<file path="src/rtl/stopwatch_lap.sv">
// ============================================================================
// Module   : stopwatch_lap
// Purpose  : Millisecond stopwatch with up/down counting, preset load,
//            countdown completion and a FIFO lap-capture buffer.
//            All state advances on the falling edge of the 1 kHz clock.
// Revision : 1.0 - initial release
// ============================================================================
`default_nettype none

module stopwatch_lap #(
  parameter int HOUR_WRAP = 12,
  parameter int HOUR_W    = 4,
  parameter int LAP_DEPTH = 8
) (
  input  logic                         Clock_1MSec,
  input  logic                         Reset,
  input  logic                         Control,
  input  logic                         Start_S,
  input  logic                         Stop_S,
  input  logic                         Reset_S,
  input  logic                         Lap_S,
  input  logic                         Lap_Rd,
  input  logic                         Mode_S,
  input  logic                         Load_S,
  input  logic [HOUR_W-1:0]            Hours_L,
  input  logic [5:0]                   Mins_L,
  input  logic [5:0]                   Secs_L,
  output logic [HOUR_W-1:0]            Hours_S,
  output logic [5:0]                   Mins_S,
  output logic [5:0]                   Secs_S,
  output logic [9:0]                   MSecs_S,
  output logic [HOUR_W-1:0]            Lap_Hours,
  output logic [5:0]                   Lap_Mins,
  output logic [5:0]                   Lap_Secs,
  output logic [9:0]                   Lap_MSecs,
  output logic [$clog2(LAP_DEPTH):0]   Lap_Count,
  output logic                         Lap_Ovf,
  output logic                         Running,
  output logic                         Done
);

  localparam int PTR_W  = $clog2(LAP_DEPTH);
  localparam int CNT_W  = PTR_W + 1;
  localparam int TIME_W = HOUR_W + 22;
  localparam logic [HOUR_W-1:0] HOUR_MAX = HOUR_W'(HOUR_WRAP - 1);
  localparam logic [CNT_W-1:0]  CNT_FULL = CNT_W'(LAP_DEPTH);

  typedef enum logic [1:0] {
    IDLE  = 2'd0,
    RUN   = 2'd1,
    PAUSE = 2'd2,
    DONE  = 2'd3
  } state_t;

  state_t state, state_next;

  logic [HOUR_W-1:0] hours;
  logic [5:0]        mins;
  logic [5:0]        secs;
  logic [9:0]        msecs;
  logic              count_down;

  logic do_clear, do_load, do_tick, latch_dir;
  logic time_zero, down_hits_zero;

  // time field helpers
  logic ms_top, s_top, m_top, h_top;
  logic ms_bot, s_bot, m_bot, h_bot;
  logic [HOUR_W-1:0] up_h, dn_h, sat_h;
  logic [5:0]        up_m, dn_m, sat_m;
  logic [5:0]        up_s, dn_s, sat_s;
  logic [9:0]        up_ms, dn_ms;

  // lap FIFO
  logic [TIME_W-1:0] lap_mem [LAP_DEPTH];
  logic [PTR_W-1:0]  wr_ptr, rd_ptr;
  logic [CNT_W-1:0]  lap_cnt;
  logic              lap_ovf;
  logic              lap_req, pop, push, drop, lap_full, lap_empty;
  logic [TIME_W-1:0] lap_head;

  assign time_zero      = (hours == '0) && (mins == '0) && (secs == '0) && (msecs == '0);
  assign down_hits_zero = (hours == '0) && (mins == '0) && (secs == '0) && (msecs == 10'd1);

  assign ms_top = (msecs == 10'd999);
  assign s_top  = (secs  == 6'd59);
  assign m_top  = (mins  == 6'd59);
  assign h_top  = (hours == HOUR_MAX);
  assign ms_bot = (msecs == '0);
  assign s_bot  = (secs  == '0);
  assign m_bot  = (mins  == '0);
  assign h_bot  = (hours == '0);

  // Count-up successor: every carry ripples within the same edge
  assign up_ms = ms_top ? 10'd0 : msecs + 10'd1;
  assign up_s  = ms_top ? (s_top ? 6'd0 : secs + 6'd1) : secs;
  assign up_m  = (ms_top && s_top) ? (m_top ? 6'd0 : mins + 6'd1) : mins;
  assign up_h  = (ms_top && s_top && m_top) ? (h_top ? '0 : hours + HOUR_W'(1)) : hours;

  // Count-down predecessor: borrows mirror the carries
  assign dn_ms = ms_bot ? 10'd999 : msecs - 10'd1;
  assign dn_s  = ms_bot ? (s_bot ? 6'd59 : secs - 6'd1) : secs;
  assign dn_m  = (ms_bot && s_bot) ? (m_bot ? 6'd59 : mins - 6'd1) : mins;
  assign dn_h  = (ms_bot && s_bot && m_bot) ? (h_bot ? HOUR_MAX : hours - HOUR_W'(1)) : hours;

  // Out-of-range presets clamp to the largest legal field value
  assign sat_h = (Hours_L > HOUR_MAX) ? HOUR_MAX : Hours_L;
  assign sat_m = (Mins_L  > 6'd59)    ? 6'd59    : Mins_L;
  assign sat_s = (Secs_L  > 6'd59)    ? 6'd59    : Secs_L;

  // State register
  always_ff @(negedge Clock_1MSec or negedge Reset) begin
    if (!Reset) state <= IDLE;
    else        state <= state_next;
  end

  // Next-state and datapath control; Control freezes everything
  always_comb begin
    state_next = state;
    do_clear   = 1'b0;
    do_load    = 1'b0;
    do_tick    = 1'b0;
    latch_dir  = 1'b0;
    if (!Control) begin
      case (state)
        IDLE: begin
          if (Reset_S) begin
            do_clear = 1'b1;
          end else if (Stop_S) begin
            state_next = IDLE;
          end else if (Start_S) begin
            latch_dir  = 1'b1;
            state_next = (Mode_S && time_zero) ? DONE : RUN;
          end else if (Load_S) begin
            do_load = 1'b1;
          end
        end
        RUN: begin
          if (Stop_S) begin
            state_next = PAUSE;
          end else if (count_down && time_zero) begin
            state_next = DONE;
          end else begin
            do_tick = 1'b1;
            if (count_down && down_hits_zero) state_next = DONE;
          end
        end
        PAUSE: begin
          if (Reset_S) begin
            do_clear   = 1'b1;
            state_next = IDLE;
          end else if (Stop_S) begin
            state_next = PAUSE;
          end else if (Start_S) begin
            state_next = RUN;
          end
        end
        DONE: begin
          if (Reset_S) begin
            do_clear   = 1'b1;
            state_next = IDLE;
          end
        end
        default: state_next = IDLE;
      endcase
    end
  end

  // Live time counters
  always_ff @(negedge Clock_1MSec or negedge Reset) begin
    if (!Reset) begin
      hours <= '0;
      mins  <= '0;
      secs  <= '0;
      msecs <= '0;
    end else if (do_clear) begin
      hours <= '0;
      mins  <= '0;
      secs  <= '0;
      msecs <= '0;
    end else if (do_load) begin
      hours <= sat_h;
      mins  <= sat_m;
      secs  <= sat_s;
      msecs <= '0;
    end else if (do_tick) begin
      hours <= count_down ? dn_h  : up_h;
      mins  <= count_down ? dn_m  : up_m;
      secs  <= count_down ? dn_s  : up_s;
      msecs <= count_down ? dn_ms : up_ms;
    end
  end

  // Counting direction, captured when a run is started from IDLE
  always_ff @(negedge Clock_1MSec or negedge Reset) begin
    if (!Reset)         count_down <= 1'b0;
    else if (latch_dir) count_down <= Mode_S;
  end

  assign lap_full  = (lap_cnt == CNT_FULL);
  assign lap_empty = (lap_cnt == '0);
  assign lap_req   = !Control && !do_clear && Lap_S && ((state == RUN) || (state == PAUSE));
  assign pop       = !Control && !do_clear && Lap_Rd && !lap_empty;
  assign push      = lap_req && (!lap_full || pop);
  assign drop      = lap_req && lap_full && !pop;

  // Lap storage holds the pre-update time of the capturing edge
  always_ff @(negedge Clock_1MSec) begin
    if (push) lap_mem[wr_ptr] <= {hours, mins, secs, msecs};
  end

  // Lap pointers, occupancy and sticky overflow
  always_ff @(negedge Clock_1MSec or negedge Reset) begin
    if (!Reset) begin
      wr_ptr  <= '0;
      rd_ptr  <= '0;
      lap_cnt <= '0;
      lap_ovf <= 1'b0;
    end else if (do_clear) begin
      wr_ptr  <= '0;
      rd_ptr  <= '0;
      lap_cnt <= '0;
      lap_ovf <= 1'b0;
    end else begin
      if (push) wr_ptr <= wr_ptr + PTR_W'(1);
      if (pop)  rd_ptr <= rd_ptr + PTR_W'(1);
      if (push && !pop)      lap_cnt <= lap_cnt + CNT_W'(1);
      else if (pop && !push) lap_cnt <= lap_cnt - CNT_W'(1);
      if (drop) lap_ovf <= 1'b1;
    end
  end

  assign lap_head = lap_empty ? '0 : lap_mem[rd_ptr];

  assign {Lap_Hours, Lap_Mins, Lap_Secs, Lap_MSecs} = lap_head;
  assign Hours_S   = hours;
  assign Mins_S    = mins;
  assign Secs_S    = secs;
  assign MSecs_S   = msecs;
  assign Lap_Count = lap_cnt;
  assign Lap_Ovf   = lap_ovf;
  assign Running   = (state == RUN);
  assign Done      = (state == DONE);

endmodule

`default_nettype wire

</file>
<file path="config.mk">
export PLATFORM = sky130hd
export DESIGN_NAME = stopwatch_lap
export DESIGN_NICKNAME = d
export VERILOG_FILES = /design/src/rtl/stopwatch_lap.sv
export SDC_FILE = /design/constraint.sdc
export NUM_CORES = 1
export LEC_CHECK = 0
export ABC_CLOCK_PERIOD_IN_PS = 5000
export CAP_MARGIN = 10
export CORE_AREA = 10 10 264 165
export CTS_CLUSTER_DIAMETER = 50
export DETAILED_ROUTE_END_ITERATION = 6
export DIE_AREA = 0 0 274 175
export SYNTH_ARGS = -nofsm -noshare
export SYNTH_HDL_FRONTEND = slang
export SYNTH_SLANG_ARGS = --single-unit
export TNS_END_PERCENT = 100
</file>
<file path="constraint.sdc">
create_clock -name Clock_1MSec -period 5 [get_ports Clock_1MSec]
set_input_delay 1 -clock Clock_1MSec [delete_from_list [all_inputs] [get_ports Clock_1MSec]]
set_output_delay 1 -clock Clock_1MSec [all_outputs]
set_load 0.01 [all_outputs]
</file>
---- Word level (Yosys, flattened, before mapping) ----
Memory sizes are Yosys's and may differ from the RTL's.
Index checks and enable logic that the tools add are counted.
storage, ports and cells
  flip-flop bits (word level) ............. 40
  RAM bits ................................ 208
  input bits .............................. 26
  logic and storage cells ................. 167
  memories kept ........................... 1
memory list
  memory   depth  bits a word  rd ports  clocked after memory_dff  write ports  RTL line  source
  lap_mem  8      26           1         0                         1            75        logic [TIME_W-1:0] lap_mem [LAP_DEPTH];
cells by class
  add/subtract/negate cells ............... 12
  order comparisons ....................... 3
  eq/ne operators ......................... 17
  muxes and demuxes ....................... 75
  bitwise gates (word level) .............. 1
  reductions and logical operators ........ 48
operators with widths
  kind                                                                    number
  6-bit 2-to-1 mux                                                        18
  10-bit 2-to-1 mux                                                       6
  4-bit 2-to-1 mux                                                        12
  26-bit 2-to-1 mux                                                       1
  1-bit 2-to-1 mux                                                        22
  2-bit 2-to-1 mux                                                        11
  1-bit logical AND                                                       21
  6-bit by 1-bit adder with 6-bit output, second input constant           2
  6-bit equality test, second input constant                              2
  6-bit greater-than comparator, second input constant                    2
  6-bit logical NOT                                                       2
  3-bit 2-to-1 mux                                                        4
  4-bit by 1-bit != test with 1-bit output, second input constant         3
  4-bit nonzero test                                                      3
  6-bit by 1-bit subtractor with 6-bit output, second input constant      2
  10-bit by 1-bit adder with 10-bit output, second input constant         1
  10-bit by 1-bit equality test with 1-bit output, second input constant  1
  10-bit equality test, second input constant                             1
  10-bit logical NOT                                                      1
  10-bit by 1-bit subtractor with 10-bit output, second input constant    1
  3-bit AND reduction                                                     3
  4-bit by 1-bit adder with 4-bit output, second input constant           2
  4-bit equality test, second input constant                              2
  4-bit logical NOT                                                       2
  18 further kinds                                                        31

---- Depth between registers and ports, before layout ----
  depth in word-level cells ............... 15
  gate-level depth with buffers ........... 12
  depth with buffers taken out ............ 12

==> results.txt <==
Placed cells: 1466
Worst setup startpoint: rd_ptr[0]
Design Power: 8920 µW
Worst path cell trace: buf_12 > buf_8 > buf_16 > mux4_2 > mux2i_4 > nor2_2 > buf_2
Synth top area share: 54.4%
Fin. Hold Viols: 0
Syn Area/Cell: 14.7 µm²
Clk sinks: 248
WL per Instance: 19.4 µm
Switching Fraction: 38.0%
Leading area contributor after synthesis: edfxtp_1
Pre-CTS setup slack: -0.804 ns
Post-synth EDFFs: 208
Synth Cell Area: 11500 µm²
Violated checks: negative setup slack
Nature of the critical path endpoint: output pin
Setup violators final: 26
RePlAce Congestion: 0.877
# rows: 56
Die height: 175 µm
Non-filler instance count after layout: 1742
Sequential power share: 30.8%
RR Endpoint: Secs_S[5]
Seq cells post-synth: 248
CTS Hold Bufs: 0
Hold Path Depth: 2
Number of port buffers: 84
Root Driver: clkbuf_16
Initial antenna violation count: 2
Post-Syn Instances: 781
Syn_nets: 828
Max-Cap Viols: 0
Slew Viols, Final: 0
Vias in the first global route: 9121
Post-synth cell types: 81
Starting Density: 29.8%
Vias: 8505
RR Startpoint: Mins_S[5]
All-Layer GR Usage: 13.9%
Fin worst setup slack: -0.807 ns
Global route overflow: 0
CTS clk-pin slew, worst paths: 0.05 ns
CP max-delay cell: mux4_2
Top-count cell post-synth: edfxtp_1
Final ANT Viol Nets: 0
IR Drop Worst-Case VDD: 0.264 mV
Hold path start: Lap_Ovf
Initial drt markers: 655
Worst clock skew: 0.0788 ns
CP arrival: 4.81 ns
CTS max path bufs: 3
R2r setup slk: 2.02 ns
Wirelength, routed: 33.7 mm
Setup TNS: -19.55 ns
RSZ-0062 raised after global routing: yes
Post-DP HPWL: 22.3 mm
Synthesis Warnings: 0
Vias per cell: 4.88
Die Width: 274 µm
Largest net degree at the start of global routing: 51
Worst Hold Class: reg2reg
Synth area leaders: edfxtp_1 (54%), mux4_2 (10%), dfrtn_1 (8.7%)
Area Overhead vs Synth: 40.2%
Crit path kind: reg2out
Share of post-route cells with drive strength above 1: 27.2%
Nets@finish: 1249
Clk network pwr share: 29.6%
Reg2reg path depth: 9
DRC: 0
Internal: 5530 µW
Worst EP required: 4.00 ns
Slew @ Worst Pin: 0.558 ns
CTS tree: built
Synth cell count leaders: edfxtp_1 (208), nor2_1 (67), mux4_2 (52), nand2_1 (46), dfrtn_1 (40)
Slew headroom: 62.5%
Switching power: 3390 µW
Max FO, Critical Path: 6
Clock latency at the later pin of the worst-skew pair: 0.62 ns
First-pass GRT wire length: 51.9 mm
Pre-antenna DRT Iters: 6
Status: finished with violations
Ports: 85
Die footprint: 48000 µm²
Core area: 38600 µm²
Pleak: 0.00659 µW
Worst path max stage delay: 0.52 ns
CP startpoint kind: flip-flop
Critical path endpoint: Lap_Secs[0]
Ys async rst share: 16.1%
Post-synthesis sequential area ratio: 63.1%
Combinational power share: 39.6%
Primary FF master, synth: edfxtp_1
Power per cell area: 554 nW/µm²
CTS H-tree depth: 1
CTS Buf Count: 25
[critical path: cells and delay by family, from the launching register on]
kind / cells / cell delay (ns)
multiplexers: 2 / 0.71
buffers and inverters: 4 / 0.55
flip-flops: 1 / 0.44
AND/OR/NAND/NOR: 1 / 0.06
[power by group through the flow]
stage	sequential, µW	combinational (µW)	clock [µW]
finish	2750	3530	2640
floorplan	2910	1800	247
detailed placement	2790	3440	247
global placement	2790	3400	247
CTS	2750	3560	2690
global route	2760	3870	2970
[metrics by stage]
stage	hold slack (ns)	area, µm²	utilization (%)
finish	0.491	16100	41.7
CTS	0.489	16100	41.7
detailed placement	0.491	14200	36.9
global route	0.517	16100	41.7
floorplan	0.487	11700	-
global placement	0.488	14200	36.9
[registers in the layout, summed over array words and instances, names as in the netlist]
| register | cells |
|---|---|
| MSecs_S | 10 |
| Secs_S | 6 |
| lap_mem | 208 |
| count_down | 1 |
| wr_ptr | 3 |
| Lap_Ovf | 1 |
| Hours_S | 4 |
| state | 2 |
| Lap_Count | 4 |
| rd_ptr | 3 |
| Mins_S | 6 |
[how the worst min path moves through the flow]
stage	to	slack, ns
final	Lap_Ovf	0.49
after global routing	Lap_Ovf	0.52
after CTS	Lap_Ovf	0.49
after detailed placement	Lap_Ovf	0.49
after global placement	Lap_Ovf	0.49
after floorplan	Lap_Ovf	0.49
[cells by family after synthesis]
logic type      Yosys count  share of synthesized area, %
mux                      94                          14.0
fa+ha+maj                21                          2.35
flops                   248                          63.1
xor+xnor                 12                         0.915
compound gates          134                          7.87
buf+inv                  65                          2.42
simple gates            207                          9.32
[layout make-up]
type                            instances  area, µm²
Inverter                               19       71.3
Tap cell                              522        653
Fill cell                            3574      22500
Multi-Input combinational cell        468       4250
Antenna cell                            1       2.50
Sequential cell                       248       7250
Clock buffer                           26        639
Clock inverter                        226        985
Timing Repair Buffer                  232       2260
[metal layers]
| layer | global-route usage (%) | vias to the layer above | routed length, µm |
|---|---|---|---|
| li1 | - | 3907 | - |
| met1 | 19.4 | 4267 | 15700 |
| met2 | 19.7 | 298 | 14600 |
| met3 | 5.19 | 33 | 2890 |
| met4 | 4.04 | 0 | 546 |
| met5 | 0 | - | 0 |
[cells in the final DEF (no fill, tap or decap), drive strengths merged, types with 6 or more instances in the layout]
master and count:
nand4 8, inv 234, o21ai 29, nor4 9
mux4 52, nor2 67, mux2 6, a21oi 39
nand2 48, clkbuf 31, clkdlybuf4s50 19, dlygate4sd2 26
nand2b 10, nand3 16, o211ai 8, xor2 8
ha 20, dfrtn 40, mux2i 36, buf 176
nor3 12, edfxtp 208
[repair_timing]
| action | 4_1_cts | 5_1_grt |
|---|---|---|
| buffers inserted | 17 | 6 |
| cloned | 5 | 0 |
| hold endpoints to repair | 0 | 0 |
| pin swaps | 9 | 15 |
| resized for setup | 174 | 27 |
| setup endpoints to repair | 80 | 45 |
Power figures use the tool's default switching activity.
==> patch 1: new RTL, same flow settings <==
Re-encode `state_t` (4 states) as one-hot, 4 bits wide.
--- a/src/rtl/stopwatch_lap.sv
+++ b/src/rtl/stopwatch_lap.sv
@@ -45,11 +45,11 @@
   localparam logic [HOUR_W-1:0] HOUR_MAX = HOUR_W'(HOUR_WRAP - 1);
   localparam logic [CNT_W-1:0]  CNT_FULL = CNT_W'(LAP_DEPTH);
 
-  typedef enum logic [1:0] {
-    IDLE  = 2'd0,
-    RUN   = 2'd1,
-    PAUSE = 2'd2,
-    DONE  = 2'd3
+  typedef enum logic [3:0] {
+    IDLE  = 4'b0001,
+    RUN   = 4'b0010,
+    PAUSE = 4'b0100,
+    DONE  = 4'b1000
   } state_t;
 
   state_t state, state_next;
Formal check against the unedited RTL: no difference found for any inputs over 4 cycles, from zero or initial values and one cycle with Reset low; so few cycles prove little.
==> patch 1 against the original RTL <==
- the run still ends with setup timing left
- sequential cell count up 2
- largest cell class unchanged
- routed wire length increased by 0.66%
- area after synthesis up 0.40%
- worst setup slack got worse by 0.077 ns
- power is 1.6% higher
- combinational power up 7.4%
- design area decreased by 0.86%
- register-to-register slack better by 0.06 ns
==> patch 1: results (changes against the original RTL) <==
The commonest cells after synthesis are edfxtp_1, nor2_1, mux4_2. The highest ir drop seen on vdd is 0.296 mV (+12%). The post-route non-filler standard cell count is 1737 (-0.29%).

The non-clock inverter total of the final layout is 18 (-1). The clock buffer count is 27 (+3.8%). The all-layer global routing usage is 14.2% (+0.28 points).

The share of flip-flops with an asynchronous set or reset is 16.8% (+0.67 points). The static power due to leakage came out at 6.66 nW (+1.0%). The antenna diode instance count came out at 0 (-1). The number of setup violations in the final report came out at 26 (unchanged). The proportion of final cell area spent on non-clock buffers was 13.3% (-0.72 points). The portion of the layout cell area used by clock cells came out at 10.0% (-0.053 points).

The endpoint arrival time on the critical path came to 4.88 ns (+0.07 ns). Ranked by total cell area, the synthesized netlist is headed by edfxtp_1, mux4_2, dfrtn_1. The relative max-transition margin is 49.0% (-13 points).

The number of storage elements in the synthesis netlist came out at 250 (+0.81%). The register-to-register path setup slack is 2.08 ns (+0.06 ns). The HPWL after detailed placement is 21600 um (-3.2%). The run finished, with violations left. The count of multi-input gates came out at 463 (-1.1%). The placer congestion estimate is 0.870 (-0.81%). The wire length of the first global-routing pass came to 52400 um (+0.81%). The post-CTS setup buffer count is 24 (+7). The checks that failed: setup timing.

The total placed cells including tap cells came to 1451 (-1.0%). The worst register-to-register path begins at Secs_S[4]. The smallest setup slack after layout came out at -0.885 ns (-0.0771 ns).
==> patch 1: cell count changes after synthesis, moves of 5 or more <==
cell / change
a21oi_1: -17
ha_1: -6
o21ai_0: -12
nor2_1: +10
a211oi_1: +6
nand2b_1: +5
o41ai_1: +5
nand2_1: -8
o21ai_1: +6
a31oi_1: +5
==> patch 1: layer usage <==
layer | vias to the layer above | global-route usage, % | wire length [um]
met4 | 0 | 3.54 | 376
li1 | 3911 | - | -
met1 | 4144 | 20.5 | 15500
met3 | 33 | 4.94 | 3480
met2 | 337 | 19.9 | 14600
met5 | - | 0 | 0
==> patch 1: metrics by stage <==
step                util (%)  setup TNS [ns]  cell area [um2]
floorplan                  -          -93.24            11700
global placement        36.4         -159.32            14000
detailed placement      36.4         -165.44            14000
CTS                     41.2          -20.66            15900
global route            41.4          -22.90            16000
finish                  41.4          -20.49            16000
==> patch 1: cell families after synthesis <==
logic type | count (synthesis) | synth area share, %
adder cells (fa/ha/maj) | 15 | 1.69
flip-flops | 250 | 63.3
AO/OA/AOI/OAI | 133 | 8.53
buffers and inverters | 66 | 2.35
XOR/XNOR | 14 | 1.06
AND/OR/NAND/NOR | 213 | 9.82
multiplexers | 88 | 13.3
==> patch 1: worst max path at each step <==
| stage | end | slack, ns | cells past startpoint |
|---|---|---|---|
| after floorplan | lap_mem[5][0] | -0.58 | 5 |
| after global placement | Lap_Count[3] | -0.86 | 12 |
| after detailed placement | Lap_Count[3] | -0.91 | 12 |
| after CTS | Lap_MSecs[8] | -0.89 | 8 |
| after global routing | Lap_Mins[3] | -0.98 | 9 |
| final | Lap_Mins[3] | -0.88 | 9 |
==> patch 1: report_power, final <==
group	internal, W	leakage (nW)	switching (W)
registers	0.00256	2.44	0.000143
clock network	0.00127	1.52	0.00130
logic	0.00176	2.69	0.00202
==> patch 2: new RTL, same settings <==
Without the edit above. The parameter `HOUR_W` goes from 4 to 5.
--- a/src/rtl/stopwatch_lap.sv
+++ b/src/rtl/stopwatch_lap.sv
@@ -9,7 +9,7 @@
 
 module stopwatch_lap #(
   parameter int HOUR_WRAP = 12,
-  parameter int HOUR_W    = 4,
+  parameter int HOUR_W    = 5,
   parameter int LAP_DEPTH = 8
 ) (
   input  logic                         Clock_1MSec,
Interface: changed (resized Hours_L, Hours_S and Lap_Hours); port bits go from 85 to 88. No check against the original RTL was run, so the function may have changed too.
==> patch 2 against the original RTL <==
- the flow still finishes with violations (setup timing)
- worst setup slack lost 0.084 ns
- design area increased by 3.0%
- die area unchanged
- routed wire length rose by 9.5%
- highest routed layer unchanged
- sequential power is 7% higher
- sequential cell count grew 9
- clock power grew 6%
- register-to-register slack lost 0.17 ns
- power rose by 9.7%
- sequential share of layout area increased by 0.30 points
- area after synthesis up 5.1%
- combinational power is 15% higher
==> patch 2: results (changes against the original RTL) <==
The number of global-route vias before repair came to 9537 (+4.6%). By count the netlist is led by edfxtp_1, nor2_1, mux4_2. The total met3 wirelength after detailed routing is 3370 um (+17%). The transition time of the tightest slew-check pin came to 0.819 ns (+0.261 ns). The number of setup violations in the final report came out at 27 (+3.8%). The placer congestion estimate came out at 0.885 (+0.90%).

The ratio of routed vias to standard cells is 5.07 (+3.9%). The wire length of the first global-routing pass came out at 56400 um (+8.6%). The checks that failed: setup timing. The met1 layer wirelength in the final routing is 16800 um (+7.1%). The endpoint arrival time on the critical path came out at 4.89 ns (+0.08 ns).

The sum of met2 wire segment lengths after detailed routing came to 15800 um (+8.7%). The share of the synthesized netlist area taken by xor and xnor gates came out at 1.45% (+0.54 points). The all-layer global routing usage came out at 15.3% (+1.4 points).

The count of fill cells added during filler insertion is 3555 (-0.53%). The port buffer count is 87 (+3.6%). The static power due to leakage came out at 6.76 nW (+2.5%).

The pre-CTS worst setup slack is -0.714 ns (+0.0899 ns). The average wire length per cell after detail routing came to 20.8 um (+7.6%). The total number of nets in the final design is 1279 (+2.4%). The layout cell share with drive strength beyond 1 is 25.8% (-1.4 points). The maximum number of pins on one net before global-route repair is 31 (-39%). The number of iterations in the first detailed-routing pass is 5 (-1). The post-synthesis compound-gate area fraction came out at 8.38% (+0.51 points). The highest cell delay on the worst timing path is 0.50 ns (-0.02 ns).

The flow ran to the end, but the final reports show violations. The smallest setup slack after layout came out at -0.891 ns (-0.0836 ns). The area share of fa/ha/maj cells after synthesis is 2.34% (-0.011 points). The average footprint of a synthesized cell came out at 14.9 um2 (+1.1%).

The number of nets produced by synthesis is 861 (+4.0%). The number of flip-flops in the largest register is 216 (+3.8%). The number of distinct library cells after synthesis came out at 84 (+3.7%). The total placed cells including tap cells is 1483 (+1.2%).

The share of flip-flops with an asynchronous set or reset came to 16.0% (-0.18 points). The fraction of synthesized area in multiplexers came to 14.1% (+0.094 points). The number of clock buffers inserted by TritonCTS is 26 (+4.0%).
[patch 2: changes by cell type in the layout (fill, tap and decap cells not counted), moves of 6 or more]
cell      change
a211oi_1      +6
buf_12        -8
nand2_1      -15
a21o_1        +6
a21oi_1       -8
inv_1        +10
edfxtp_1      +8
o211ai_1      -6
buf_4         -7
mux2_2        +7
[patch 2: layout make-up]
| class | count | area [um2] | share of cell area (%) |
|---|---|---|---|
| Sequential cell | 257 | 7510 | 45.3 |
| Multi-Input combinational cell | 485 | 4500 | 27.1 |
| Timing Repair Buffer | 223 | 2120 | 12.8 |
| Clock inverter | 236 | 1040 | 6.28 |
| Clock buffer | 27 | 676 | 4.07 |
| Tap cell | 522 | 653 | 3.94 |
| Inverter | 21 | 78.8 | 0.475 |
| Antenna cell | 1 | 2.50 | 0.0151 |
[patch 2: what timing repair did]
item,in CTS,in global routing
setup buffers,21,7
cloned,4,0
setup endpoints to repair,70,36
pin swaps,13,17
resized for setup,176,17
[patch 2: logic make-up after synthesis]
| logic type | Yosys count |
|---|---|
| flip-flops | 257 |
| AND/OR/NAND/NOR | 201 |
| buffers and inverters | 70 |
| adder cells (fa/ha/maj) | 22 |
| XOR/XNOR | 20 |
| multiplexers | 102 |
| AO/OA/AOI/OAI | 140 |
[patch 2: where the power goes]
| group | internal [W] | total, W | switching, W | leakage, nW |
|---|---|---|---|---|
| sequential | 0.00273 | 0.00294 | 0.000212 | 2.48 |
| clock | 0.00143 | 0.00280 | 0.00137 | 1.61 |
| combinational | 0.00189 | 0.00405 | 0.00216 | 2.67 |
[patch 2: final timing paths]
check | startpoint | to | cells after the start
hold / removal | Lap_Ovf | Lap_Ovf | 2
setup / recovery | rd_ptr[0] | Lap_MSecs[4] | 8
min in group asynchronous | Reset | Lap_Ovf | 1
setup reg to reg | MSecs_S[0] | Secs_S[3] | 8
max in group asynchronous | Reset | Secs_S[3] | 2
hold reg to reg | Lap_Ovf | Lap_Ovf | 2
[patch 2: per-layer routing]
layer  global-route usage (%)  up-vias
li1                         -     4064
met1                     21.9     4466
met2                     21.2      407
met3                     5.11       52
met4                     5.13        0
met5                        0        -
[patch 2: through the flow]
| stage | cell area [um2] | utilization [%] | setup TNS [ns] | hold slack, ns | total power, W |
|---|---|---|---|---|---|
| after global placement | 14700 | 38.0 | -129.51 | 0.483 | 0.00715 |
| after global routing | 16600 | 43.0 | -24.68 | 0.521 | 0.0105 |
| after floorplan | 12300 | - | -83.49 | 0.472 | 0.00543 |
| after detailed placement | 14700 | 38.0 | -131.03 | 0.492 | 0.00719 |
| final | 16600 | 43.0 | -22.11 | 0.467 | 0.00979 |
| after CTS | 16600 | 43.0 | -22.70 | 0.487 | 0.00987 |
